==> src/rtl/shared_mem_arbiter_pkg.sv <==
`default_nettype none
// ============================================================================
// Module  : mem_arb_pkg
// Purpose : Shared constants and types for the four-core shared-RAM arbiter.
//           ADDR_W / DATA_W size the 512x16 single-port RAM. N_PORTS is the
//           number of cores. port_idx_t names one core (0..3 = core 1..4).
// Ports   : none (package)
// Revision: 1.0 - initial release
// ============================================================================
package mem_arb_pkg;

    localparam int ADDR_W  = 9;
    localparam int DATA_W  = 16;
    localparam int N_PORTS = 4;

    typedef logic [1:0] port_idx_t;

endpackage
`default_nettype wire

==> src/rtl/shared_mem_arbiter_if.sv <==
`default_nettype none
// ============================================================================
// Module  : shared_mem_arbiter_if
// Purpose : Bundles the four core request/response channels and the RAM-side
//           signals of the shared memory arbiter.
// Ports   : reqK/weK/addrK/wdataK   core K request (K = 1..4)
//           gntK/rvalidK/rdataK     core K grant and read return
//           ram_write_en/ram_read_en/ram_addr/ram_data_in  to the RAM
//           ram_data_out                                   from the RAM
//           modport slave  : arbiter view
//           modport master : cores + RAM view
// Revision: 1.0 - initial release
// ============================================================================
interface shared_mem_arbiter_if;
    import mem_arb_pkg::*;

    logic              req1, req2, req3, req4;
    logic              we1, we2, we3, we4;
    logic [ADDR_W-1:0] addr1, addr2, addr3, addr4;
    logic [DATA_W-1:0] wdata1, wdata2, wdata3, wdata4;
    logic              gnt1, gnt2, gnt3, gnt4;
    logic              rvalid1, rvalid2, rvalid3, rvalid4;
    logic [DATA_W-1:0] rdata1, rdata2, rdata3, rdata4;
    logic              ram_write_en;
    logic              ram_read_en;
    logic [ADDR_W-1:0] ram_addr;
    logic [DATA_W-1:0] ram_data_in;
    logic [DATA_W-1:0] ram_data_out;

    modport slave (
        input  req1, req2, req3, req4,
        input  we1, we2, we3, we4,
        input  addr1, addr2, addr3, addr4,
        input  wdata1, wdata2, wdata3, wdata4,
        output gnt1, gnt2, gnt3, gnt4,
        output rvalid1, rvalid2, rvalid3, rvalid4,
        output rdata1, rdata2, rdata3, rdata4,
        output ram_write_en, ram_read_en, ram_addr, ram_data_in,
        input  ram_data_out
    );

    modport master (
        output req1, req2, req3, req4,
        output we1, we2, we3, we4,
        output addr1, addr2, addr3, addr4,
        output wdata1, wdata2, wdata3, wdata4,
        input  gnt1, gnt2, gnt3, gnt4,
        input  rvalid1, rvalid2, rvalid3, rvalid4,
        input  rdata1, rdata2, rdata3, rdata4,
        input  ram_write_en, ram_read_en, ram_addr, ram_data_in,
        output ram_data_out
    );

endinterface
`default_nettype wire

==> src/rtl/shared_mem_arbiter_rr.sv <==
`default_nettype none
// ============================================================================
// Module  : rr_arbiter4
// Purpose : Four-way round-robin arbiter. A registered pointer names the
//           highest-priority requester; the winner is the first requester
//           found scanning ptr, ptr+1, ... (mod 4). After a grant the pointer
//           moves just past the winner, so a held request waits at most 3
//           cycles. The pointer holds while idle.
// Ports   : clk         clock
//           reset_n     synchronous active-low reset (ptr <= 0)
//           req[3:0]    requests, bit k = core k+1
//           gnt[3:0]    one-hot combinational grant
//           winner      index of the granted core (valid when grant_valid)
//           grant_valid some request is granted this cycle
// Revision: 1.0 - initial release
// ============================================================================
module rr_arbiter4
    import mem_arb_pkg::*;
(
    input  logic               clk,
    input  logic               reset_n,
    input  logic [N_PORTS-1:0] req,
    output logic [N_PORTS-1:0] gnt,
    output port_idx_t          winner,
    output logic               grant_valid
);

    port_idx_t ptr;
    port_idx_t cand;

    // The 2-bit add wraps naturally, giving the modulo-4 scan order.
    always_comb begin
        grant_valid = 1'b0;
        winner      = ptr;
        cand        = ptr;
        gnt         = '0;
        for (int i = 0; i < N_PORTS; i++) begin
            cand = ptr + port_idx_t'(i);
            if (!grant_valid && req[cand]) begin
                grant_valid = 1'b1;
                winner      = cand;
            end
        end
        if (grant_valid) begin
            gnt[winner] = 1'b1;
        end
    end

    always_ff @(posedge clk) begin
        if (!reset_n) begin
            ptr <= '0;
        end else if (grant_valid) begin
            ptr <= winner + 2'd1;
        end
    end

endmodule
`default_nettype wire

==> src/rtl/shared_mem_arbiter.sv <==
`default_nettype none
// ============================================================================
// Module  : shared_mem_arbiter
// Purpose : Shares one single-port 512x16 RAM between four cores using a
//           round-robin arbiter. The winner's address/data/enable are muxed
//           onto the RAM each cycle; read data returns to the owning core one
//           cycle after its grant and is then held per core until its next
//           read completes.
// Ports   : clk      clock, all state on posedge
//           reset_n  synchronous active-low reset
//           bus      shared_mem_arbiter_if.slave (core channels + RAM side)
// Revision: 1.0 - initial release
// ============================================================================
module shared_mem_arbiter
    import mem_arb_pkg::*;
(
    input  logic                 clk,
    input  logic                 reset_n,
    shared_mem_arbiter_if.slave  bus
);

    logic [N_PORTS-1:0] req_vec;
    logic [N_PORTS-1:0] gnt_vec;
    port_idx_t          winner;
    logic               grant_valid;

    logic               sel_we;
    logic [ADDR_W-1:0]  sel_addr;
    logic [DATA_W-1:0]  sel_wdata;
    logic               read_en;

    logic               rd_pend;
    port_idx_t          rd_owner;
    logic [N_PORTS-1:0] rvalid_vec;
    logic [DATA_W-1:0]  rdata_arr [N_PORTS];

    assign req_vec = {bus.req4, bus.req3, bus.req2, bus.req1};

    rr_arbiter4 u_arb (
        .clk         (clk),
        .reset_n     (reset_n),
        .req         (req_vec),
        .gnt         (gnt_vec),
        .winner      (winner),
        .grant_valid (grant_valid)
    );

    assign bus.gnt1 = gnt_vec[0];
    assign bus.gnt2 = gnt_vec[1];
    assign bus.gnt3 = gnt_vec[2];
    assign bus.gnt4 = gnt_vec[3];

    // Winner's request fields; only meaningful while grant_valid is high.
    always_comb begin
        sel_we    = bus.we1;
        sel_addr  = bus.addr1;
        sel_wdata = bus.wdata1;
        case (winner)
            2'd1: begin
                sel_we    = bus.we2;
                sel_addr  = bus.addr2;
                sel_wdata = bus.wdata2;
            end
            2'd2: begin
                sel_we    = bus.we3;
                sel_addr  = bus.addr3;
                sel_wdata = bus.wdata3;
            end
            2'd3: begin
                sel_we    = bus.we4;
                sel_addr  = bus.addr4;
                sel_wdata = bus.wdata4;
            end
            default: begin
                sel_we    = bus.we1;
                sel_addr  = bus.addr1;
                sel_wdata = bus.wdata1;
            end
        endcase
    end

    // Idle cycles drive zeros so the RAM bus is quiet and deterministic.
    assign read_en          = grant_valid & ~sel_we;
    assign bus.ram_read_en  = read_en;
    assign bus.ram_write_en = grant_valid & sel_we;
    assign bus.ram_addr     = grant_valid ? sel_addr  : '0;
    assign bus.ram_data_in  = grant_valid ? sel_wdata : '0;

    // Remember who issued the read so the data can be routed next cycle.
    // Reset wins over a read granted in the same cycle, dropping it.
    always_ff @(posedge clk) begin
        if (!reset_n) begin
            rd_pend  <= 1'b0;
            rd_owner <= '0;
        end else begin
            rd_pend <= read_en;
            if (read_en) begin
                rd_owner <= winner;
            end
        end
    end

    // rvalid is suppressed while reset is asserted so no core sees a return
    // from a read that reset is discarding.
    always_comb begin
        rvalid_vec = '0;
        if (reset_n && rd_pend) begin
            rvalid_vec[rd_owner] = 1'b1;
        end
    end

    for (genvar k = 0; k < N_PORTS; k++) begin : g_hold
        logic [DATA_W-1:0] hold_q;

        always_ff @(posedge clk) begin
            if (!reset_n) begin
                hold_q <= '0;
            end else if (rvalid_vec[k]) begin
                hold_q <= bus.ram_data_out;
            end
        end

        // Fresh RAM data bypasses the hold register in the rvalid cycle.
        assign rdata_arr[k] = rvalid_vec[k] ? bus.ram_data_out : hold_q;
    end

    assign bus.rvalid1 = rvalid_vec[0];
    assign bus.rvalid2 = rvalid_vec[1];
    assign bus.rvalid3 = rvalid_vec[2];
    assign bus.rvalid4 = rvalid_vec[3];

    assign bus.rdata1 = rdata_arr[0];
    assign bus.rdata2 = rdata_arr[1];
    assign bus.rdata3 = rdata_arr[2];
    assign bus.rdata4 = rdata_arr[3];

endmodule
`default_nettype wire

==> src/flat_wrapper.sv <==
// flat-port wrapper written by rule: the top's interface ports become plain ports
module shared_mem_arbiter_flat import mem_arb_pkg::*;
  (clk, reset_n, bus_req1, bus_req2, bus_req3, bus_req4, bus_we1, bus_we2, bus_we3, bus_we4, bus_addr1, bus_addr2, bus_addr3, bus_addr4, bus_wdata1, bus_wdata2, bus_wdata3, bus_wdata4, bus_gnt1, bus_gnt2, bus_gnt3, bus_gnt4, bus_rvalid1, bus_rvalid2, bus_rvalid3, bus_rvalid4, bus_rdata1, bus_rdata2, bus_rdata3, bus_rdata4, bus_ram_write_en, bus_ram_read_en, bus_ram_addr, bus_ram_data_in, bus_ram_data_out);
  shared_mem_arbiter_if bus_i ();
  input  logic clk;
  input  logic reset_n;
  input wire logic [$bits(bus_i.req1)-1:0] bus_req1;
  input wire logic [$bits(bus_i.req2)-1:0] bus_req2;
  input wire logic [$bits(bus_i.req3)-1:0] bus_req3;
  input wire logic [$bits(bus_i.req4)-1:0] bus_req4;
  input wire logic [$bits(bus_i.we1)-1:0] bus_we1;
  input wire logic [$bits(bus_i.we2)-1:0] bus_we2;
  input wire logic [$bits(bus_i.we3)-1:0] bus_we3;
  input wire logic [$bits(bus_i.we4)-1:0] bus_we4;
  input wire logic [$bits(bus_i.addr1)-1:0] bus_addr1;
  input wire logic [$bits(bus_i.addr2)-1:0] bus_addr2;
  input wire logic [$bits(bus_i.addr3)-1:0] bus_addr3;
  input wire logic [$bits(bus_i.addr4)-1:0] bus_addr4;
  input wire logic [$bits(bus_i.wdata1)-1:0] bus_wdata1;
  input wire logic [$bits(bus_i.wdata2)-1:0] bus_wdata2;
  input wire logic [$bits(bus_i.wdata3)-1:0] bus_wdata3;
  input wire logic [$bits(bus_i.wdata4)-1:0] bus_wdata4;
  output wire logic [$bits(bus_i.gnt1)-1:0] bus_gnt1;
  output wire logic [$bits(bus_i.gnt2)-1:0] bus_gnt2;
  output wire logic [$bits(bus_i.gnt3)-1:0] bus_gnt3;
  output wire logic [$bits(bus_i.gnt4)-1:0] bus_gnt4;
  output wire logic [$bits(bus_i.rvalid1)-1:0] bus_rvalid1;
  output wire logic [$bits(bus_i.rvalid2)-1:0] bus_rvalid2;
  output wire logic [$bits(bus_i.rvalid3)-1:0] bus_rvalid3;
  output wire logic [$bits(bus_i.rvalid4)-1:0] bus_rvalid4;
  output wire logic [$bits(bus_i.rdata1)-1:0] bus_rdata1;
  output wire logic [$bits(bus_i.rdata2)-1:0] bus_rdata2;
  output wire logic [$bits(bus_i.rdata3)-1:0] bus_rdata3;
  output wire logic [$bits(bus_i.rdata4)-1:0] bus_rdata4;
  output wire logic [$bits(bus_i.ram_write_en)-1:0] bus_ram_write_en;
  output wire logic [$bits(bus_i.ram_read_en)-1:0] bus_ram_read_en;
  output wire logic [$bits(bus_i.ram_addr)-1:0] bus_ram_addr;
  output wire logic [$bits(bus_i.ram_data_in)-1:0] bus_ram_data_in;
  input wire logic [$bits(bus_i.ram_data_out)-1:0] bus_ram_data_out;
  assign bus_i.req1 = bus_req1;
  assign bus_i.req2 = bus_req2;
  assign bus_i.req3 = bus_req3;
  assign bus_i.req4 = bus_req4;
  assign bus_i.we1 = bus_we1;
  assign bus_i.we2 = bus_we2;
  assign bus_i.we3 = bus_we3;
  assign bus_i.we4 = bus_we4;
  assign bus_i.addr1 = bus_addr1;
  assign bus_i.addr2 = bus_addr2;
  assign bus_i.addr3 = bus_addr3;
  assign bus_i.addr4 = bus_addr4;
  assign bus_i.wdata1 = bus_wdata1;
  assign bus_i.wdata2 = bus_wdata2;
  assign bus_i.wdata3 = bus_wdata3;
  assign bus_i.wdata4 = bus_wdata4;
  assign bus_gnt1 = bus_i.gnt1;
  assign bus_gnt2 = bus_i.gnt2;
  assign bus_gnt3 = bus_i.gnt3;
  assign bus_gnt4 = bus_i.gnt4;
  assign bus_rvalid1 = bus_i.rvalid1;
  assign bus_rvalid2 = bus_i.rvalid2;
  assign bus_rvalid3 = bus_i.rvalid3;
  assign bus_rvalid4 = bus_i.rvalid4;
  assign bus_rdata1 = bus_i.rdata1;
  assign bus_rdata2 = bus_i.rdata2;
  assign bus_rdata3 = bus_i.rdata3;
  assign bus_rdata4 = bus_i.rdata4;
  assign bus_ram_write_en = bus_i.ram_write_en;
  assign bus_ram_read_en = bus_i.ram_read_en;
  assign bus_ram_addr = bus_i.ram_addr;
  assign bus_ram_data_in = bus_i.ram_data_in;
  assign bus_i.ram_data_out = bus_ram_data_out;
  shared_mem_arbiter u_core (.clk(clk), .reset_n(reset_n), .bus(bus_i));
endmodule
==> config.mk <==
export PLATFORM = sky130hd
export DESIGN_NAME = shared_mem_arbiter_flat
export DESIGN_NICKNAME = d
export VERILOG_FILES = /design/src/rtl/shared_mem_arbiter_pkg.sv /design/src/rtl/shared_mem_arbiter_if.sv /design/src/rtl/shared_mem_arbiter_rr.sv /design/src/rtl/shared_mem_arbiter.sv /design/src/flat_wrapper.sv
export SDC_FILE = /design/constraint.sdc
export NUM_CORES = 1
export LEC_CHECK = 0
export CAP_MARGIN = 20
export CORE_AREA = 2 2 88 90
export CTS_BUF_LIST = sky130_fd_sc_hd__clkbuf_4
export CTS_CLUSTER_DIAMETER = 60
export CTS_CLUSTER_SIZE = 8
export DETAILED_ROUTE_END_ITERATION = 10
export DIE_AREA = 0 0 90 92
export DONT_BUFFER_PORTS = 1
export PLACE_DENSITY = 0.67
export RECOVER_POWER = 50
export SLEW_MARGIN = 20
export SYNTH_ARGS = -nofsm -noshare
export SYNTH_HDL_FRONTEND = slang
export SYNTH_SLANG_ARGS = --single-unit
export TNS_END_PERCENT = 1
==> constraint.sdc <==
create_clock -name clk -period 3.08 [get_ports clk]
set_input_delay 0.616 -clock clk [delete_from_list [all_inputs] [get_ports clk]]
set_output_delay 0.616 -clock clk [all_outputs]
set_load 0.02 [all_outputs]
# [After elaboration in Yosys (flattened, before gate mapping)]
# Index checks and enable logic that the tools add are counted.
[word_totals] reg_bits=69 input_bits=126 out_inout_bits=99 wordCells=64
[classes] muxes=30 addsub=4 n_eq_ne=3 n_reduce_logical=9 n_lt_le_gt_ge=8 n_bitwise=3
[op_table] operator="$mux 16" n=5
[op_table] operator="$pmux 16 s3" n=1
[op_table] operator="$pmux 9 s3" n=1
[op_table] operator="$lt 2x3->1 const B" n=6
[op_table] operator="$mux 1" n=10
[op_table] operator="$mux 9" n=1
[op_table] operator="$bmux 1 s2" n=4
[op_table] operator="$mux 4" n=2
[op_table] operator="$logic_and 1x1->1" n=6
[op_table] operator="$mux 2" n=3
[op_table] operator="$add 2x1->2 const B" n=2
[op_table] operator="$add 2x2->2 const B" n=2
[op_table] operator="$demux 1 s2" n=2
[op_table] operator="$eq 2x2->1 const B" n=2
[op_table] operator="$ge 2x1->1 const B" n=2
[op_table] operator="$logic_not 1->1" n=3
[op_table] operator="$pmux 1 s3" n=1
[op_table] operator="$and 1x1->1" n=2
[op_table] operator="$eq 2x1->1 const B" n=1
[op_table] operator="$not 1->1" n=1

# [Longest topological paths before layout]
[logic_depth] ltp_word=17 depth_mapped=12 ltp_nobuf=10

# [By module]
# Synthesis repeated with hierarchy kept, for this count alone.
[hier_totals] cells_unflattened=325 hier_area_um2=3952.5
[by_module_without_submodules] mod="shared_mem_arbiter" seq_area_each_um2=1341.3 instances=1 cells_per_inst=287 area_per_inst_um2=3627.2
[by_module_without_submodules] mod="rr_arbiter4" seq_area_each_um2=40.0 instances=1 cells_per_inst=38 area_per_inst_um2=325.3

# [Least setup slack after synthesis]
# No wires, ideal clock.
[synth_path] path_type="input to output" from="in bus_req1" to="out bus_ram_data_in[2]" n_path_buf=2 path_stages=7 required_time_ns=2.464 slack_ns=-0.232 t_arrival_ns=2.696 cell_sequence="and2b_4 o41ai_1 inv_1 ha_1 clkbuf_1 clkbuf_1 a221oi_1"
[synth_between] elab_chain_cells=15 elab_cells_between_ends=26 cone_classes="3 x eq/ne; 17 x mux; 6 x reduce/logical"
[synth_rtl] element="from (decl)" line_no="flat_wrapper.sv:7" rtl="input wire logic [$bits(bus_i.req1)-1:0] bus_req1;"
[synth_rtl] element="$bmux 1 s2" line_no="shared_mem_arbiter_rr.sv:39" rtl="if (!grant_valid && req[cand]) begin"
[synth_rtl] element="$mux 1 (not written as such)" line_no="shared_mem_arbiter_rr.sv:39"
[synth_rtl] element="$mux 1" line_no="shared_mem_arbiter_rr.sv:39"
[synth_rtl] element="$logic_not 1->1" line_no="shared_mem_arbiter_rr.sv:39"
[synth_rtl] element="$logic_and 1x1->1" line_no="shared_mem_arbiter_rr.sv:39"
[synth_rtl] element="$mux 1" line_no="shared_mem_arbiter_rr.sv:39"
[synth_rtl] element="$logic_not 1->1" line_no="shared_mem_arbiter_rr.sv:39"
[synth_rtl] element="$logic_and 1x1->1" line_no="shared_mem_arbiter_rr.sv:39"
[synth_rtl] element="$mux 1" line_no="shared_mem_arbiter_rr.sv:39"
[synth_rtl] element="$logic_not 1->1" line_no="shared_mem_arbiter_rr.sv:39"
[synth_rtl] element="$logic_and 1x1->1" line_no="shared_mem_arbiter_rr.sv:39"
[synth_rtl] element="$mux 2 *" line_no="shared_mem_arbiter_rr.sv:39"
[synth_rtl] element="named net u_core.u_arb.winner[1]" line_no="shared_mem_arbiter_rr.sv:24" rtl="output port_idx_t winner,"
[synth_rtl] element="$eq 2x2->1 or $eq 2x1->1 (tied branches)" line_no="shared_mem_arbiter.sv:58" rtl="case (winner)"
[synth_rtl] element="$pmux 16 s3 *" line_no="shared_mem_arbiter.sv:58"
[synth_rtl] element="$mux 16 *" line_no="shared_mem_arbiter.sv:87" rtl="assign bus.ram_data_in = grant_valid ? sel_wdata : '0;"
[synth_rtl] element="to (decl)" line_no="flat_wrapper.sv:38" rtl="output wire logic [$bits(bus_i.ram_data_in)-1:0] bus_ram_data_in;"
# The timed path passes the listed nets; every way through them passes the cells marked *. The select of a mux whose other input is x is not followed.

# [Worst setup path in the final report]
[layout_path] from="reg u_core.u_arb.ptr[0]" to="out bus_ram_data_in[11]"
[layout_between] elab_chain_cells=15 elab_cells_between_ends=29 cone_classes="3 x add/sub; 3 x eq/ne; 17 x mux; 6 x reduce/logical"
[layout_rtl] element="from (decl)" line_no="shared_mem_arbiter_rr.sv:28" rtl="port_idx_t ptr;"
[layout_rtl] element="from (signal assigned)" line_no="shared_mem_arbiter_rr.sv:53" rtl="ptr <= winner + 2'd1;"
[layout_rtl] element="branches (longest 11 deep; another with $add 2x1->2)"
[layout_rtl] element="$mux 2 *" line_no="shared_mem_arbiter_rr.sv:39"
[layout_rtl] element="named net u_core.u_arb.winner[1]" line_no="shared_mem_arbiter_rr.sv:24"
[layout_rtl] element="$eq 2x2->1 or $eq 2x1->1 (tied branches)" line_no="shared_mem_arbiter.sv:58"
[layout_rtl] element="$pmux 16 s3 *" line_no="shared_mem_arbiter.sv:58"
[layout_rtl] element="$mux 16 *" line_no="shared_mem_arbiter.sv:87"
# Mark *: on every way through the listed nets, which the timed path passes. The select of a mux whose other input is x is not followed.

==> results.yml <==
drt:
  vias: 3249
  wl_um: 11300
  first_pass_iters: 4
  viasPerCell: 5.85
  drc: 0
  wl_per_cell_um: 20.3
  drtIter0Drc: 107
  antenna_left: 0
sta:
  fin_crit_sh: 1.03
  worstMarginPinSlew_ps: 1290
  relSlewSlack: 0.142
  finalHoldViolCount: 0
  layout_min_cycle_time_ps: 3180
  final_max_slew_viol_count: 0
  rsz0062_at_grt: "true"
  setup_violations: 27
  clock_skew_ps: 15.6
  max_clock_freq_ghz: 0.315
  setup_ws_ps: -95.6
  finalSetupTns_ps: -1230
flow_run:
  cap_violations: 0
yosys:
  synth_compound_area_frac: 0.170
  synth_cell_type_count: 38
  synthXorXnorAreaFrac: 0
  seq_area_frac_synth: 0.364
  synthArstFlopShare: 0
  yosysWarnings: 0
  avgSynthCellArea_um2: 8.97
  syn-num-nets: 552
  synthFlopType: "dfxtp_1"
  synth_simple_gate_area_frac: 0.234
  synth_top_family_by_area: "simple AND/OR/NAND/NOR gates"
  syn_area_um2: 3800
  synthMuxAreaShare: 0.148
  synthCells: 423
  synth_edf_count: 0
  ys_seq_elements: 69
  synth_fa_ha_area_frac: 0.00989
global_route:
  grt_pass1_vias: 3268
  grt_max_degree: 74
  grt.total_usage: 0.253
  grt_pass1_wl_um: 16600
  overflow: 0
  antenna_found_initial: 0
die:
  die_h_um: 92
  ios: 225
  num_rows: 32
  die_x_um: 90
  start_util: 0.510
  core_um2: 7450
  design.die.area_um2: 8280
placement:
  port_buffers: 0
  dp_hpwl_um: 7610
  gp_congestion: 0.888
  pre_cts_ws_ps: -87.2
layout:
  nets: 577
  drive_above_1_share: 0.289
  final_cell_mix: "nand2_1 (83), dfxtp_1 (67), and2_1 (66)"
  ff_latch_area_um2: 1390
  syn_to_final_growth_pct: 24.5
  antenna_cells: 0
  multi_input_area_um2: 2450
  fillers: 631
  layout_commonest_cell: "nand2_1"
outcome:
  outcome: "finished, violations left"
  violations: "setup timing"
clock_tree:
  cts_hold_buf: 0
  ctsHtreeMaxLevel: 3
  clk_path_buf_depth: 2
  cts_num_sinks: 69
  clkTransAtPathRegs_ps: 130
  clkLatencyLatePin_ps: 410
  tritoncts: "built"
  root_buffer: "clkbuf_4"
  numCtsBuffers: 9
critical_path:
  crit_chain: "and2b_4, o41ai_4, buf_4, ha_4, buf_12, a221oi_4, a221oi_4, buf_6"
  required_ps: 2460
  critical_path.max_fanout: 7
  crit_slowest_cell: "o41ai_4"
  cp.arrival_ps: 2560
  critical_path.most_common_cell: "a221oi_4"
  start_kind: "flop"
  cp_slowest_stage_delay_ps: 420
  endpoint_kind: "output port"
  crit_type: "reg -> out"
hold_path:
  min_path_type: "in -> reg"
power_and_ir_drop:
  power.leakage_nw: 2.08
  powerDensity_nw_per_um2: 687
  ir_drop_uv: 433
area by class of cell:
type                    instances  area share
well taps                     102      0.0270
clock buffers                  10      0.0159
inverters                      33      0.0262
flip-flops and latches         69       0.293
repair buffers                 47       0.103
multi-input cells             288       0.520
clock inverters                 6      0.0151
path summary, 6_finish.rpt:
check,start,to,slack (ps),cells after the start
worst max-delay path,u_core.u_arb.ptr[0],bus_ram_data_in[11],-100,8
worst min-delay path,reset_n,u_core.g_hold[2].hold_q[3],320,1
worst max register to register,u_core.u_arb.ptr[0],u_core.rd_owner[0],690,8
worst min register to register,u_core.rd_owner[1],u_core.rd_owner[1],560,2
worst max-delay path: cells and delay by family (launching register included):
kind / cells / cell delay [ps]
compound gates: 3 / 800
buf+inv: 3 / 540
flops: 1 / 390
simple gates: 1 / 210
fa+ha+maj: 1 / 200
sequential cells by signal, summed over array words and instances, names as in the netlist:
register / count
u_core.g_hold.hold_q: 64
u_core.rd_owner: 2
u_core.u_arb.ptr: 2
u_core.rd_pend: 1
logic make-up after synthesis:
logic type	count (synthesis)
simple gates	172
fa+ha+maj	3
compound gates	63
mux	50
buf+inv	66
flops	69
through the flow:
step	cells	total power, mW	hold WS [ps]	cell area, um2	utilization
detailed placement	529	2.30	546	4110	0.552
finish	555	3.25	316	4720	0.634
floorplan	423	1.93	575	3820	-
CTS	553	3.17	293	4620	0.620
global placement	529	2.28	542	4110	0.552
global route	555	3.38	280	4720	0.634
what timing repair did:
item | CTS | global route
buffers inserted | 5 | 0
gates resized for setup | 40 | 12
gates cloned | 3 | 2
pin swaps | 3 | 4
endpoints found under the setup margin | 28 | 27
Yosys cell counts, drive strengths merged (3+ instances only):
cell type,count,area share
nor3,5,0.0096
dfxtp,69,0.36
and2,67,0.11
o21ai,4,0.0053
ha,3,0.0099
nand2,84,0.085
clkbuf,21,0.021
nor2b,5,0.0082
a21oi,3,0.0040
inv,32,0.032
a221oi,50,0.15
buf,12,0.021
mux2,48,0.14
layer usage:
layer | global-route usage | vias up | part of all wire
met5 | 0 | - | 0
met4 | 0.117 | 0 | 0.029
met3 | 0.0855 | 24 | 0.086
met2 | 0.435 | 166 | 0.50
met1 | 0.285 | 1546 | 0.39
li1 | - | 1513 | -
power breakdown:
part           internal, mW  leakage [nW]  total [mW]  switching, mW
Clock                 0.263        0.0736       0.599          0.335
Combinational         0.758          1.45        1.68          0.923
Sequential            0.937         0.559       0.966         0.0287
Total                  1.96          2.08        3.25           1.29
(Power assumes the default switching activity.)
